**src/rtl/router_pkg.sv**
```systemverilog
// rtl/router_pkg.sv - shared register map, width helper and FIFO entry type for multi_port_router
package router_pkg;

  localparam logic [3:0] ADDR_CTRL         = 4'h0;
  localparam logic [3:0] ADDR_OUT_MASK     = 4'h1;
  localparam logic [3:0] ADDR_DROP_CNT     = 4'h2;
  localparam logic [3:0] ADDR_STATUS       = 4'h3;
  localparam logic [3:0] ADDR_PKT_CNT_BASE = 4'h8;

  localparam int CTRL_EN = 0;

  // Never returns 0 so single-entry ranges still get a 1-bit field
  function automatic int addr_w(input int n);
    return (n > 1) ? $clog2(n) : 1;
  endfunction

  // Entry layout for the default 4-output, 8-bit build; the router overrides it per parameter set
  typedef struct packed {
    logic [1:0] addr;
    logic [7:0] data;
  } fifo_entry_t;

endpackage

```
**src/rtl/router_fifo.sv**
```systemverilog
// rtl/router_fifo.sv - per-input show-ahead FIFO, full/empty from pointers carrying an extra wrap bit
module router_fifo
  import router_pkg::*;
#(
  parameter type entry_t = fifo_entry_t,
  parameter int  DEPTH   = 4
) (
  input  logic   clk,
  input  logic   rst,
  input  logic   push_i,
  input  entry_t din_i,
  input  logic   pop_i,
  output entry_t dout_o,
  output logic   full_o,
  output logic   empty_o
);

  localparam int PW = $clog2(DEPTH);
  localparam logic [PW:0] PTR_ONE = (PW + 1)'(1);

  entry_t          mem_q [DEPTH];
  logic   [PW:0]   wr_ptr_q;
  logic   [PW:0]   rd_ptr_q;
  logic   [PW:0]   wr_ptr_d;
  logic   [PW:0]   rd_ptr_d;

  assign empty_o = (wr_ptr_q == rd_ptr_q);
  assign full_o  = (wr_ptr_q[PW] != rd_ptr_q[PW]) && (wr_ptr_q[PW-1:0] == rd_ptr_q[PW-1:0]);
  assign dout_o  = mem_q[rd_ptr_q[PW-1:0]];

  assign wr_ptr_d = (push_i && !full_o)  ? wr_ptr_q + PTR_ONE : wr_ptr_q;
  assign rd_ptr_d = (pop_i  && !empty_o) ? rd_ptr_q + PTR_ONE : rd_ptr_q;

  always_ff @(posedge clk or posedge rst) begin
    if (rst) begin
      wr_ptr_q <= '0;
      rd_ptr_q <= '0;
    end else begin
      wr_ptr_q <= wr_ptr_d;
      rd_ptr_q <= rd_ptr_d;
    end
  end

  always_ff @(posedge clk) begin
    if (push_i && !full_o) mem_q[wr_ptr_q[PW-1:0]] <= din_i;
  end

endmodule

```
**src/rtl/multi_port_router.sv**
```systemverilog
// rtl/multi_port_router.sv - NUM_IN x NUM_OUT router, per-output round-robin; ROUTER_STATS_EN builds counters
module multi_port_router
  import router_pkg::*;
#(
  parameter  int NUM_IN     = 2,
  parameter  int NUM_OUT    = 4,
  parameter  int DATA_W     = 8,
  parameter  int FIFO_DEPTH = 4,
  parameter  int REG_W      = 32,
  localparam int AW         = addr_w(NUM_OUT)
) (
  input  logic                      clk,
  input  logic                      rst,
  input  logic [3:0]                reg_addr,
  input  logic [REG_W-1:0]          reg_wdata,
  input  logic                      reg_en,
  input  logic                      reg_we,
  output logic [REG_W-1:0]          reg_rdata,
  input  logic [NUM_IN*DATA_W-1:0]  in_data,
  input  logic [NUM_IN*AW-1:0]      in_addr,
  input  logic [NUM_IN-1:0]         in_valid,
  output logic [NUM_IN-1:0]         in_ready,
  output logic [NUM_OUT*DATA_W-1:0] out_data,
  output logic [NUM_OUT-1:0]        out_valid,
  input  logic [NUM_OUT-1:0]        out_ready
);

  localparam int IW = addr_w(NUM_IN);

  typedef struct packed {
    logic [AW-1:0]     addr;
    logic [DATA_W-1:0] data;
  } entry_t;

  logic                      en_q;
  logic [NUM_OUT-1:0]        mask_q;
  logic [REG_W-1:0]          rdata_q;
  logic [REG_W-1:0]          rdata_d;
  logic [NUM_OUT-1:0]        out_valid_q;
  logic [NUM_OUT*DATA_W-1:0] out_data_q;
  logic [NUM_OUT*DATA_W-1:0] out_data_d;
  logic [IW-1:0]             ptr_q [NUM_OUT];
  logic [IW-1:0]             ptr_d [NUM_OUT];
  logic [NUM_OUT-1:0]        load;
  entry_t                    din  [NUM_IN];
  entry_t                    head [NUM_IN];
  logic [NUM_IN-1:0]         full, empty, push, pop, drop, dest_ok;
  logic                      reg_wr;
  logic                      unused_wdata;

  assign in_ready     = ~full & {NUM_IN{en_q & ~rst}};
  assign push         = in_valid & in_ready;
  assign out_valid    = out_valid_q;
  assign out_data     = out_data_q;
  assign reg_rdata    = rdata_q;
  assign reg_wr       = reg_en && reg_we;
  assign unused_wdata = ^reg_wdata;

  for (genvar i = 0; i < NUM_IN; i++) begin : g_in
    assign din[i] = '{addr: in_addr[i*AW +: AW], data: in_data[i*DATA_W +: DATA_W]};
    router_fifo #(.entry_t(entry_t), .DEPTH(FIFO_DEPTH)) u_fifo (
      .clk    (clk),
      .rst    (rst),
      .push_i (push[i]),
      .din_i  (din[i]),
      .pop_i  (pop[i]),
      .dout_o (head[i]),
      .full_o (full[i]),
      .empty_o(empty[i])
    );
  end

  // Heads whose destination is masked (or out of range) are discarded without arbitration
  always_comb begin
    dest_ok = '0;
    drop    = '0;
    for (int i = 0; i < NUM_IN; i++) begin
      for (int k = 0; k < NUM_OUT; k++) begin
        if (head[i].addr == AW'(k) && mask_q[k]) dest_ok[i] = 1'b1;
      end
      drop[i] = en_q && !empty[i] && !dest_ok[i];
    end
  end

  always_comb begin
    int idx;
    idx        = 0;
    load       = '0;
    out_data_d = out_data_q;
    pop        = drop;
    for (int k = 0; k < NUM_OUT; k++) begin
      ptr_d[k] = ptr_q[k];
      if (en_q && mask_q[k] && (!out_valid_q[k] || out_ready[k])) begin
        for (int off = 0; off < NUM_IN; off++) begin
          idx = (int'(ptr_q[k]) + off) % NUM_IN;
          if (!load[k] && !empty[idx] && head[idx].addr == AW'(k)) begin
            load[k]                          = 1'b1;
            pop[idx]                         = 1'b1;
            out_data_d[k*DATA_W +: DATA_W]   = head[idx].data;
            ptr_d[k]                         = IW'((idx + 1) % NUM_IN);
          end
        end
      end
    end
  end

  always_ff @(posedge clk or posedge rst) begin
    if (rst) begin
      out_valid_q <= '0;
      out_data_q  <= '0;
      for (int k = 0; k < NUM_OUT; k++) ptr_q[k] <= '0;
    end else begin
      out_data_q <= out_data_d;
      for (int k = 0; k < NUM_OUT; k++) begin
        ptr_q[k] <= ptr_d[k];
        if (load[k])           out_valid_q[k] <= 1'b1;
        else if (out_ready[k]) out_valid_q[k] <= 1'b0;
      end
    end
  end

`ifdef ROUTER_STATS_EN
  logic [REG_W-1:0] drop_cnt_q;
  logic [REG_W-1:0] pkt_cnt_q [NUM_OUT];

  // A clearing write beats a same-cycle increment
  always_ff @(posedge clk or posedge rst) begin
    if (rst) begin
      drop_cnt_q <= '0;
      for (int k = 0; k < NUM_OUT; k++) pkt_cnt_q[k] <= '0;
    end else begin
      if (reg_wr && reg_addr == ADDR_DROP_CNT) drop_cnt_q <= '0;
      else                                     drop_cnt_q <= drop_cnt_q + REG_W'($countones(drop));
      for (int k = 0; k < NUM_OUT; k++) begin
        if (reg_wr && reg_addr == ADDR_PKT_CNT_BASE + 4'(k)) pkt_cnt_q[k] <= '0;
        else if (out_valid_q[k] && out_ready[k])             pkt_cnt_q[k] <= pkt_cnt_q[k] + 1'b1;
      end
    end
  end
`endif

  always_comb begin
    rdata_d = '0;
    case (reg_addr)
      ADDR_CTRL:     rdata_d[CTRL_EN]       = en_q;
      ADDR_OUT_MASK: rdata_d[NUM_OUT-1:0]   = mask_q;
      ADDR_STATUS:   rdata_d[NUM_IN-1:0]    = ~empty;
      default:       ;
    endcase
`ifdef ROUTER_STATS_EN
    if (reg_addr == ADDR_DROP_CNT) rdata_d = drop_cnt_q;
    for (int k = 0; k < NUM_OUT; k++) begin
      if (reg_addr == ADDR_PKT_CNT_BASE + 4'(k)) rdata_d = pkt_cnt_q[k];
    end
`endif
  end

  always_ff @(posedge clk or posedge rst) begin
    if (rst) begin
      en_q    <= 1'b1;
      mask_q  <= '1;
      rdata_q <= '0;
    end else begin
      if (reg_wr && reg_addr == ADDR_CTRL)     en_q   <= reg_wdata[CTRL_EN];
      if (reg_wr && reg_addr == ADDR_OUT_MASK) mask_q <= reg_wdata[NUM_OUT-1:0];
      if (reg_en && !reg_we)                   rdata_q <= rdata_d;
    end
  end

endmodule

```
**config.mk**
```make
export PLATFORM = sky130hd
export DESIGN_NAME = multi_port_router
export DESIGN_NICKNAME = d
export VERILOG_FILES = /design/src/rtl/router_pkg.sv /design/src/rtl/router_fifo.sv /design/src/rtl/multi_port_router.sv
export SDC_FILE = /design/constraint.sdc
export NUM_CORES = 1
export LEC_CHECK = 0
export BUFFER_PORTS_ARGS = -buffer_cell sky130_fd_sc_hd__clkbuf_2
export CAP_MARGIN = 15
export CORE_MARGIN = 2
export CORE_UTILIZATION = 55
export CTS_BUF_LIST = sky130_fd_sc_hd__clkbuf_2
export DETAILED_ROUTE_END_ITERATION = 12
export PLACE_DENSITY = 0.8
export SLEW_MARGIN = 20
export SYNTH_ARGS = -nofsm -noshare
export SYNTH_HDL_FRONTEND = slang
export SYNTH_HIERARCHICAL = 1
export SYNTH_SLANG_ARGS = --single-unit
```
**constraint.sdc**
```tcl
create_clock -name clk -period 6 [get_ports clk]
set_input_delay 1.2 -clock clk [delete_from_list [all_inputs] [get_ports clk]]
set_output_delay 1.2 -clock clk [all_outputs]
set_load 0.01 [all_outputs]
```
==> results.json, run 1 <==
{
  "postRouteAntennaNets": 0,
  "critPathLaunchType": "flop",
  "run_status": "finished, final reports clean",
  "avgSynthCellArea_um2": 12.9,
  "synthesis.instances": 529,
  "clk_pin_slew_worst_paths_ns": 0.18,
  "worstSkewPairLatency_ns": 0.70,
  "timing.setup.tns_ns": 0,
  "internal_cell_power_uw": 2070,
  "worst-slew-pin-transition_ns": 0.916,
  "drive_gt1_frac": 0.274,
  "kind_of_critical_path": "reg2out",
  "layout.cells.most_common": "clkbuf_2",
  "min_period_over_period": 0.624,
  "post-route-util": 0.622,
  "hold_viol_final": 0,
  "timing.max_slew.rel_slack": 0.389,
  "clock_sink_count": 141,
  "floorplan.initialDensity": 0.567,
  "timing.critical_path.fanout_max": 14,
  "routedWlPerCell_um": 18.5,
  "p_sw_frac": 0.399,
  "synthesized_flop_and_latch_total": 141,
  "timing_max_transition_violations_final": 0,
  "design.portCount": 136,
  "synth.distinct_cells": 56,
  "placement_rows": 40,
  "worstSetupEndpointType": "output pin",
  "cts-buffers-inserted": 17,
  "cts_post_setup_buffers_inserted": 0,
  "root_buf_cell": "clkbuf_2",
  "routed-via-count": 4669,
  "grt_start_max_net_pins": 51,
  "track_usage": 0.228,
  "placement.io_buffers": 79,
  "final_nets": 680,
  "total_overflow_reported_by_the_global_router": 0,
  "rsz_0062_raised_after_global_routing": "no",
  "design.core.area_mm2": 0.0121,
  "finalClockSkew_ns": 0.0364,
  "comb_power_share": 0.411,
  "fmaxAchievable_mhz": 267,
  "area_growth_syn_to_layout_pct": 9.76,
  "cap_viol_max_count": 0,
  "place_area_mm2": 0.00723,
  "postCtsResizedCells": 0,
  "synth.cell_area_mm2": 0.00684,
  "worstPathRequired_ns": 4.80,
  "drt_iter0_drc": 509,
  "synth-async-reset-ratio": 0.433,
  "cts_hold_repair.buffers": 0,
  "pwr-share-seq": 0.417,
  "dr.pass1.iters": 6,
  "mean_number_of_vias_per_cell": 5.94,
  "design.die.area_mm2": 0.0133,
  "power.switching_uw": 1380,
  "cellPowerDensity_mw_per_mm2": 459,
  "p_leak_uw": 0.00314,
  "seq_area_frac_synth": 0.576,
  "prevailing_post_synth_register_cell": "edfxtp_1",
  "layout_min_cycle_time_ns": 3.74,
  "hold_path_class": "in2async",
  "cts_tree": "yes",
  "cts_max_level": 4,
  "detailed_place_hpwl_um": 10400,
  "detail_route.wirelength_um": 14500,
  "die_y_um": 115,
  "post-route-drc-count": 0,
  "first_pass_grt_wire_length_um": 22800,
  "synth.yosys.warnings": 6,
  "gp_routability_congestion": 0.885,
  "chipWidth_um": 115,
  "postLayoutCellArea_mm2": 0.00750,
  "most-common-layout-cells": "97 x clkbuf_2, 80 x edfxtp_1, 56 x dfrtp_1, 51 x inv_1, 28 x conb_1",
  "final.fill_count": 880,
  "finalSetupViolCount": 0,
  "grt_antenna_before_repair": 1,
  "synth-edff-count": 80,
  "vdd_drop_max_mv": 0.253,
  "arrival_time_at_the_worst_endpoint_ns": 2.54,
  "grt_pass1_vias": 4425,
  "clock_path_buffers": 2,
  "pwr-share-clk": 0.172
}
[state kept, by name (all words and copies together), names as in the netlist]
register              cells
ptr_q                     4
g_in.u_fifo/mem_q        80
g_in.u_fifo/wr_ptr_q      6
g_in.u_fifo/rd_ptr_q      6
out_data                 32
mask_q                    4
en_q                      1
reg_rdata                 4
out_valid                 4
[worst max-delay path, stage by stage, from the launching register on]
cell      delay, ns
dfrtp_1        0.98
xnor2_1        0.34
nand3_2        0.16
inv_1          0.05
nor2_1         0.17
clkbuf_2       0.17
[Yosys cell counts (all sizes together), types with 3 or more instances]
cell type	instances	area, um^2
nand3	8	50.1
a21oi	10	50.1
mux4	21	473
o22ai	26	163
clkbuf	11	42.5
dfstp	5	131
o31ai	12	90.1
mux2	4	45.0
or3b	3	26.3
edfxtp	80	2400
o221a	8	90.1
nor3	23	125
buf	43	295
and2	3	18.8
xnor2	10	87.6
xor2	8	100
inv	52	195
mux2i	4	40.0
a21o	4	30.0
or3	3	18.8
ha	10	125
nand2b	11	68.8
a222oi	24	240
and3	13	81.3
o21ai	16	83.8
nor2	7	26.3
nand2	28	108
a211oi	5	47.5
dfrtp	56	1400
[final cells by class]
type,count,area [um^2],area share
sequential,141,3940,0.525
multi-input combinational,309,2470,0.329
timing repair buffer,83,425,0.0567
tap,168,210,0.0280
inverter,52,195,0.0260
clock inverter,14,175,0.0233
clock buffer,18,90.1,0.0120
antenna,1,2.50,0.000334
[power by group through the flow]
stage / combinational (uW) / sequential [uW] / clock [uW]
2_1_floorplan: 1040 / 1410 / 0
3_3_place_gp: 1350 / 1450 / 0
3_5_place_dp: 1400 / 1460 / 0
4_1_cts: 1400 / 1440 / 609
5_1_grt: 1540 / 1460 / 646
6_report: 1420 / 1440 / 593
[final timing paths]
path	startpoint	endpoint	slack (ns)	cells after the start
setup / recovery	g_in[1].u_fifo/rd_ptr_q[0]	in_ready[1]	2.26	5
hold / removal	rst	g_in[1].u_fifo/rd_ptr_q[1]	0.44	2
setup reg to reg	g_in[1].u_fifo/rd_ptr_q[0]	g_in[0].u_fifo/rd_ptr_q[1]	2.42	8
hold reg to reg	reg_rdata[1]	reg_rdata[1]	0.51	2
max in group asynchronous	rst	out_data[13]	4.91	3
min in group clk	reg_rdata[1]	reg_rdata[1]	0.51	2
[stage by stage]
step	setup WS, ns	std cells	hold slack [ns]	total power, uW
2_1_floorplan	2.17	556	0.466	2450
3_3_place_gp	2.24	753	0.463	2800
3_5_place_dp	2.10	753	0.477	2850
4_1_cts	2.14	785	0.373	3450
5_1_grt	1.98	786	0.392	3650
6_report	2.26	786	0.443	3450
[kinds of logic after synthesis]
logic type                 Yosys count  share of synthesized area
other                                1                   0.000549
AOI/OAI and AO/OA                  114                      0.128
DFF                                141                      0.576
and+or+nand+nor                    110                     0.0901
adders and majority gates           10                     0.0183
buffers and inverters              106                     0.0780
muxes                               29                     0.0816
xor gates and xnor gates            18                     0.0275
[layer usage]
layer	routed length (um)	vias to the layer above	global-route usage
li1	-	2112	-
met1	5950	2297	0.311
met2	7090	242	0.361
met3	1210	18	0.0575
met4	256	0	0.0827
met5	0	-	0
Power figures use the tool's default switching activity.
==> run 2, diff against run 1 <==
--- a/config.mk
+++ b/config.mk
@@ -8,10 +8,10 @@
 export BUFFER_PORTS_ARGS = -buffer_cell sky130_fd_sc_hd__clkbuf_2
 export CAP_MARGIN = 15
 export CORE_MARGIN = 2
-export CORE_UTILIZATION = 55
+export CORE_UTILIZATION = 52
 export CTS_BUF_LIST = sky130_fd_sc_hd__clkbuf_2
 export DETAILED_ROUTE_END_ITERATION = 12
-export PLACE_DENSITY = 0.8
+export PLACE_DENSITY = 0.79
 export SLEW_MARGIN = 20
 export SYNTH_ARGS = -nofsm -noshare
 export SYNTH_HDL_FRONTEND = slang
==> constraint.sdc (replaced) <==
create_clock -name clk -period 3.1 [get_ports clk]
set_input_delay 0.62 -clock clk [delete_from_list [all_inputs] [get_ports clk]]
set_output_delay 0.62 -clock clk [all_outputs]
set_load 0.01 [all_outputs]
==> results.json, run 2 (same netlist as run 1, synthesis figures left out) <==
{
  "routedWlPerCell_um": 18.4,
  "postRouteAntennaNets": 0,
  "layout.cells.most_common": "clkbuf_2",
  "rsz_0062_raised_after_global_routing": "no",
  "clock_sink_count": 141,
  "antenna-diode-count": 0,
  "postCtsResizedCells": 0,
  "clk_pin_slew_worst_paths_ns": 0.20,
  "worstSetupEndpointType": "flop",
  "cts-buffers-inserted": 17,
  "detail_route.wirelength_um": 14800,
  "timing.max_slew.rel_slack": 0.536,
  "finalSetupViolCount": 0,
  "cp_slowest_stage_delay_ns": 0.65,
  "fmaxAchievable_mhz": 355,
  "final_nets": 695,
  "p_sw_frac": 0.415,
  "holdWs_ns": 0.103,
  "cts_max_level": 4,
  "drive_gt1_frac": 0.292,
  "worstSkewPairLatency_ns": 0.71,
  "worst-slew-pin-transition_ns": 0.691,
  "internal_cell_power_uw": 3810,
  "detailed_place_hpwl_um": 10800,
  "ff2ff_setup_slack_ns": 0.28,
  "timing.setup.tns_ns": 0,
  "placement_rows": 41,
  "critPathLaunchType": "flop",
  "timing.critical_path.fanout_max": 8,
  "cellPowerDensity_mw_per_mm2": 863,
  "cts_post_setup_buffers_inserted": 0,
  "chipWidth_um": 119,
  "placement.io_buffers": 79,
  "worstPathRequired_ns": 3.71,
  "p_leak_uw": 0.00316,
  "track_usage": 0.222,
  "post-route-util": 0.593,
  "layout_min_cycle_time_ns": 2.82,
  "arrival_time_at_the_worst_endpoint_ns": 3.43,
  "run_status": "finished, final reports clean",
  "area_growth_syn_to_layout_pct": 10.4,
  "kind_of_critical_path": "reg2reg",
  "total_overflow_reported_by_the_global_router": 0,
  "grt_start_max_net_pins": 50,
  "cts_hold_repair.buffers": 1,
  "cap_viol_max_count": 0,
  "pwr-share-seq": 0.416,
  "design.core.area_mm2": 0.0127,
  "hold_path_class": "in2reg",
  "pwr-share-clk": 0.137,
  "power.switching_uw": 2700,
  "design.die.area_mm2": 0.0141,
  "gp_routability_congestion": 0.944,
  "clock_path_buffers": 2,
  "hold_viol_final": 0,
  "dr.pass1.iters": 6,
  "min_period_over_period": 0.909,
  "root_buf_cell": "clkbuf_2",
  "slowest_stage": "mux4_2",
  "most-common-layout-cells": "98 x clkbuf_2, 80 x edfxtp_1, 56 x dfrtp_1, 51 x inv_1, 28 x conb_1",
  "post-route-drc-count": 0,
  "drt_iter0_drc": 497,
  "vdd_drop_max_mv": 0.412,
  "first_pass_grt_wire_length_um": 24100,
  "comb_power_share": 0.447,
  "mean_number_of_vias_per_cell": 5.93,
  "crit_chain": "mux4_2, or3b_2, a21o_1, o22ai_1, or3_1, nand2_1, o31ai_1",
  "final.fill_count": 998,
  "grt_pass1_vias": 4668,
  "timing_max_transition_violations_final": 0,
  "routed-via-count": 4762,
  "design.portCount": 136,
  "floorplan.initialDensity": 0.537,
  "largest_register_ff_count": 80,
  "cts_tree": "yes",
  "grt_antenna_before_repair": 0,
  "finalClockSkew_ns": 0.0409,
  "die_y_um": 119
}
## run 2: cell count changes in the layout (fill, tap and decap cells not counted)
cell	change
buf_4	+14
inv_6	+3
dlygate4sd3_1	+1
diode_2	-1
clkbuf_2	+1
clkinvlp_4	+4
clkinv_1	-2
inv_2	-1
clkinv_2	-3
clkinv_4	+1
bufinv_16	-4
## run 2: critical path: cells and delay by family, from the launching register on
family	cells	cell delay [ns]
flip-flops	1	0.64
multiplexers	1	0.65
AND/OR/NAND/NOR	3	0.81
AO/OA/AOI/OAI	3	0.64
## run 2: worst paths after layout
check                                            from                         end  depth (start not counted)
setup / recovery           g_in[0].u_fifo/rd_ptr_q[0]  g_in[0].u_fifo/rd_ptr_q[2]                          7
hold / removal                           reg_wdata[1]                   mask_q[1]                          3
setup reg to reg           g_in[0].u_fifo/rd_ptr_q[0]  g_in[0].u_fifo/rd_ptr_q[2]                          7
hold reg to reg                          reg_rdata[3]                reg_rdata[3]                          2
max in group asynchronous                         rst                out_data[29]                          4
min in group asynchronous                         rst  g_in[1].u_fifo/rd_ptr_q[0]                          3
## run 2: cell type report
class                   instances  area (um^2)  share of cell area
clock buffers                  19         95.1              0.0126
well taps                     172          215              0.0285
flip-flops and latches        141         3940               0.522
repair buffers                 98          541              0.0717
inverters                      52          199              0.0264
clock inverters                12         90.1              0.0119
multi-input cells             309         2470               0.327
## run 2: layer usage
metal	up-vias	wire, um	global-route usage
met5	-	0	0
met4	0	454	0.0908
met3	37	1090	0.0608
met2	245	6930	0.348
met1	2342	6310	0.295
li1	2138	-	-
## run 2: per-stage QoR
stage | setup slack, ns | total power [uW] | std cells | instance area, um^2
after floorplan | 0.225 | 4740 | 556 | 6940
after global placement | 0.378 | 5520 | 771 | 7350
after detailed placement | 0.310 | 5620 | 771 | 7350
after CTS | 0.243 | 6510 | 803 | 7540
after global routing | 0.103 | 6940 | 803 | 7540
final | 0.281 | 6510 | 803 | 7540
## run 2: power by group through the flow
stage          Sequential (uW)  Combinational, uW  Clock (uW)
4_1_cts                   2700               2890         911
5_1_grt                   2750               3200         990
3_3_place_gp              2730               2790           0
2_1_floorplan             2720               2020           0
3_5_place_dp              2750               2870           0
6_report                  2710               2910         892
==> run 3, diff against run 2 <==
--- a/config.mk
+++ b/config.mk
@@ -5,8 +5,10 @@
 export SDC_FILE = /design/constraint.sdc
 export NUM_CORES = 1
 export LEC_CHECK = 0
+export ABC_AREA = 1
 export BUFFER_PORTS_ARGS = -buffer_cell sky130_fd_sc_hd__clkbuf_2
 export CAP_MARGIN = 15
+export CORE_ASPECT_RATIO = 1.4
 export CORE_MARGIN = 2
 export CORE_UTILIZATION = 52
 export CTS_BUF_LIST = sky130_fd_sc_hd__clkbuf_2
==> results.json, run 3 <==
{
  "total_overflow_reported_by_the_global_router": 0,
  "post-route-util": 0.601,
  "layout.cells.most_common": "nand2_1",
  "arrival_time_at_the_worst_endpoint_ns": 2.14,
  "synthesized_flop_and_latch_total": 141,
  "first_pass_grt_wire_length_um": 23800,
  "worst_hold_depth": 1,
  "final_nets": 912,
  "synth.yosys.warnings": 6,
  "clk_pin_slew_worst_paths_ns": 0.24,
  "min_period_over_period": 0.890,
  "design.core.area_mm2": 0.0129,
  "prevailing_post_synth_register_cell": "edfxtp_1",
  "vdd_drop_max_mv": 0.517,
  "clock_path_buffers": 2,
  "post-route-drc-count": 0,
  "gp_routability_congestion": 0.918,
  "drive_gt1_frac": 0.212,
  "floorplan.initialDensity": 0.534,
  "finalClockSkew_ns": 0.0427,
  "ys_top_cells_by_count": "181 x nand2_1, 91 x nand3_1, 80 x edfxtp_1",
  "detail_route.wirelength_um": 15000,
  "critPathLaunchType": "flop",
  "grt_antenna_before_repair": 1,
  "largest_register_ff_count": 80,
  "holdCritStartpoint": "in_data[2]",
  "placement_rows": 49,
  "worstPathRequired_ns": 2.48,
  "detailed_place_hpwl_um": 10900,
  "clock_sink_count": 141,
  "synthesis.instances": 734,
  "placement.io_buffers": 79,
  "yosysMostFrequentCell": "nand2_1",
  "ff2ff_setup_slack_ns": 0.51,
  "routedWlPerCell_um": 14.6,
  "rsz_0062_raised_after_global_routing": "no",
  "run_status": "finished, final reports clean",
  "timing.setup.tns_ns": 0,
  "design.die.area_mm2": 0.0142,
  "most-common-layout-cells": "181 x nand2_1, 96 x clkbuf_2, 91 x nand3_1, 80 x edfxtp_1",
  "timing_max_transition_violations_final": 0,
  "hold_path_class": "in2reg",
  "grt_pass1_vias": 5035,
  "seq_area_frac_synth": 0.570,
  "kind_of_critical_path": "reg2out",
  "hold_viol_final": 0,
  "avgSynthCellArea_um2": 9.41,
  "area_growth_syn_to_layout_pct": 12.6,
  "finalSetupViolCount": 0,
  "synth_top_area_frac": 0.348,
  "worst-slew-pin-transition_ns": 0.815,
  "root_buf_cell": "clkbuf_2",
  "synth-edff-count": 80,
  "dr.pass1.iters": 7,
  "drt_iter0_drc": 539,
  "rr_endpoint": "g_in[1].u_fifo/rd_ptr_q[1]",
  "worstSetupEndpointType": "output pin",
  "cts_max_level": 4,
  "chipWidth_um": 101,
  "p_leak_uw": 0.00371,
  "timing.critical_path.fanout_max": 13,
  "synth-async-reset-ratio": 0.433,
  "track_usage": 0.219,
  "rr_startpoint": "g_in[1].u_fifo/rd_ptr_q[0]",
  "mean_number_of_vias_per_cell": 5.22,
  "grt_start_max_net_pins": 48,
  "worstRegToRegCells": 14,
  "synth.cell_area_mm2": 0.00691,
  "routed-via-count": 5364,
  "worstSkewPairLatency_ns": 0.74,
  "yosysTopAreaCell": "edfxtp_1",
  "design.portCount": 136,
  "synth.distinct_cells": 36,
  "cap_viol_max_count": 0,
  "die_y_um": 140,
  "timing.max_slew.rel_slack": 0.456,
  "whs_endpoint": "g_in[0].u_fifo/mem_q[3][2]",
  "postRouteAntennaNets": 0,
  "layout_min_cycle_time_ns": 2.76,
  "netlist_top_cells_area": "edfxtp_1 35%, dfrtp_1 20%, nand2_1 9.8%",
  "fmaxAchievable_mhz": 362,
  "cellPowerDensity_mw_per_mm2": 908,
  "cts-buffers-inserted": 17,
  "cts_tree": "yes"
}
## run 3: cell count changes in the layout (fill, tap and decap cells not counted), moves of 13 or more
| cell | before | now |
|---|---|---|
| nor3_1 | 21 | 7 |
| mux4_2 | 21 | 0 |
| nand2_1 | 27 | 181 |
| a222oi_1 | 24 | 0 |
| nor2_1 | 7 | 65 |
| nand3_1 | 6 | 91 |
| and3_1 | 13 | 0 |
| inv_1 | 51 | 65 |
| o21ai_0 | 14 | 39 |
## run 3: kinds of logic after synthesis
kind of cell	share of synthesized area
and+or+nand+nor	0.252
DFF	0.570
buffers and inverters	0.0868
AOI/OAI and AO/OA	0.0643
adders and majority gates	0.0181
xor gates and xnor gates	0.00852
other	0.000543
## run 3: area by class of cell
cell class / instances / area (um^2)
Inverter: 78 / 313
Multi-Input combinational cell: 499 / 2470
Clock inverter: 15 / 198
Timing Repair Buffer: 99 / 551
Sequential cell: 141 / 3940
Fill cell: 1112 / 5160
Antenna cell: 1 / 2.50
Clock buffer: 17 / 85.1
Tap cell: 178 / 223
## run 3: routing by layer
layer	global-route usage	up-vias	wire (um)
met5	0	-	0
met3	0.0429	50	1030
met1	0.246	2487	5570
li1	-	2596	-
met4	0.107	0	452
met2	0.390	231	7970
## run 3: repair_timing
item | CTS | global route
hold endpoints to repair | 13 | 0
hold buffers | 2 | 0
resized for setup | 0 | 0
setup buffers | 0 | 0
## run 3: worst max-delay path by stage
stage | end | cells after the start | start
6_report | in_ready[0] | 7 | g_in[0].u_fifo/rd_ptr_q[1]
5_1_grt | in_ready[0] | 7 | g_in[0].u_fifo/rd_ptr_q[1]
4_1_cts | in_ready[0] | 7 | g_in[0].u_fifo/rd_ptr_q[1]
3_5_place_dp | g_in[1].u_fifo/rd_ptr_q[0] | 14 | g_in[1].u_fifo/rd_ptr_q[0]
3_3_place_gp | g_in[1].u_fifo/rd_ptr_q[1] | 14 | g_in[1].u_fifo/rd_ptr_q[0]
2_1_floorplan | g_in[1].u_fifo/mem_q[0][0] | 9 | g_in[1].u_fifo/wr_ptr_q[1]
## run 3: report_power, final
part | total (uW) | internal [uW] | leakage, uW | switching, uW
Clock | 1200 | 419 | 0.000163 | 780
Combinational | 3340 | 1090 | 0.00205 | 2250
Sequential | 2520 | 2290 | 0.00150 | 227
## run 3: stage by stage
stage	cell area (um^2)	std cells	total power [uW]	setup slack (ns)	hold WS, ns
floorplan	7010	761	4970	0.802	0.411
global placement	7470	993	5760	0.676	0.462
detailed placement	7470	993	5860	0.588	0.465
CTS	7780	1027	7060	0.273	0.0171
global route	7780	1028	7550	0.140	0.00909
finish	7780	1028	7060	0.341	0.0764
## run 3: critical path, stage by stage (launching register included)
cell	delay, ns
dfrtp_1	0.43
buf_4	0.19
nand2_1	0.07
nand2_1	0.10
nand3_2	0.15
inv_1	0.05
nor3_1	0.24
clkbuf_2	0.18
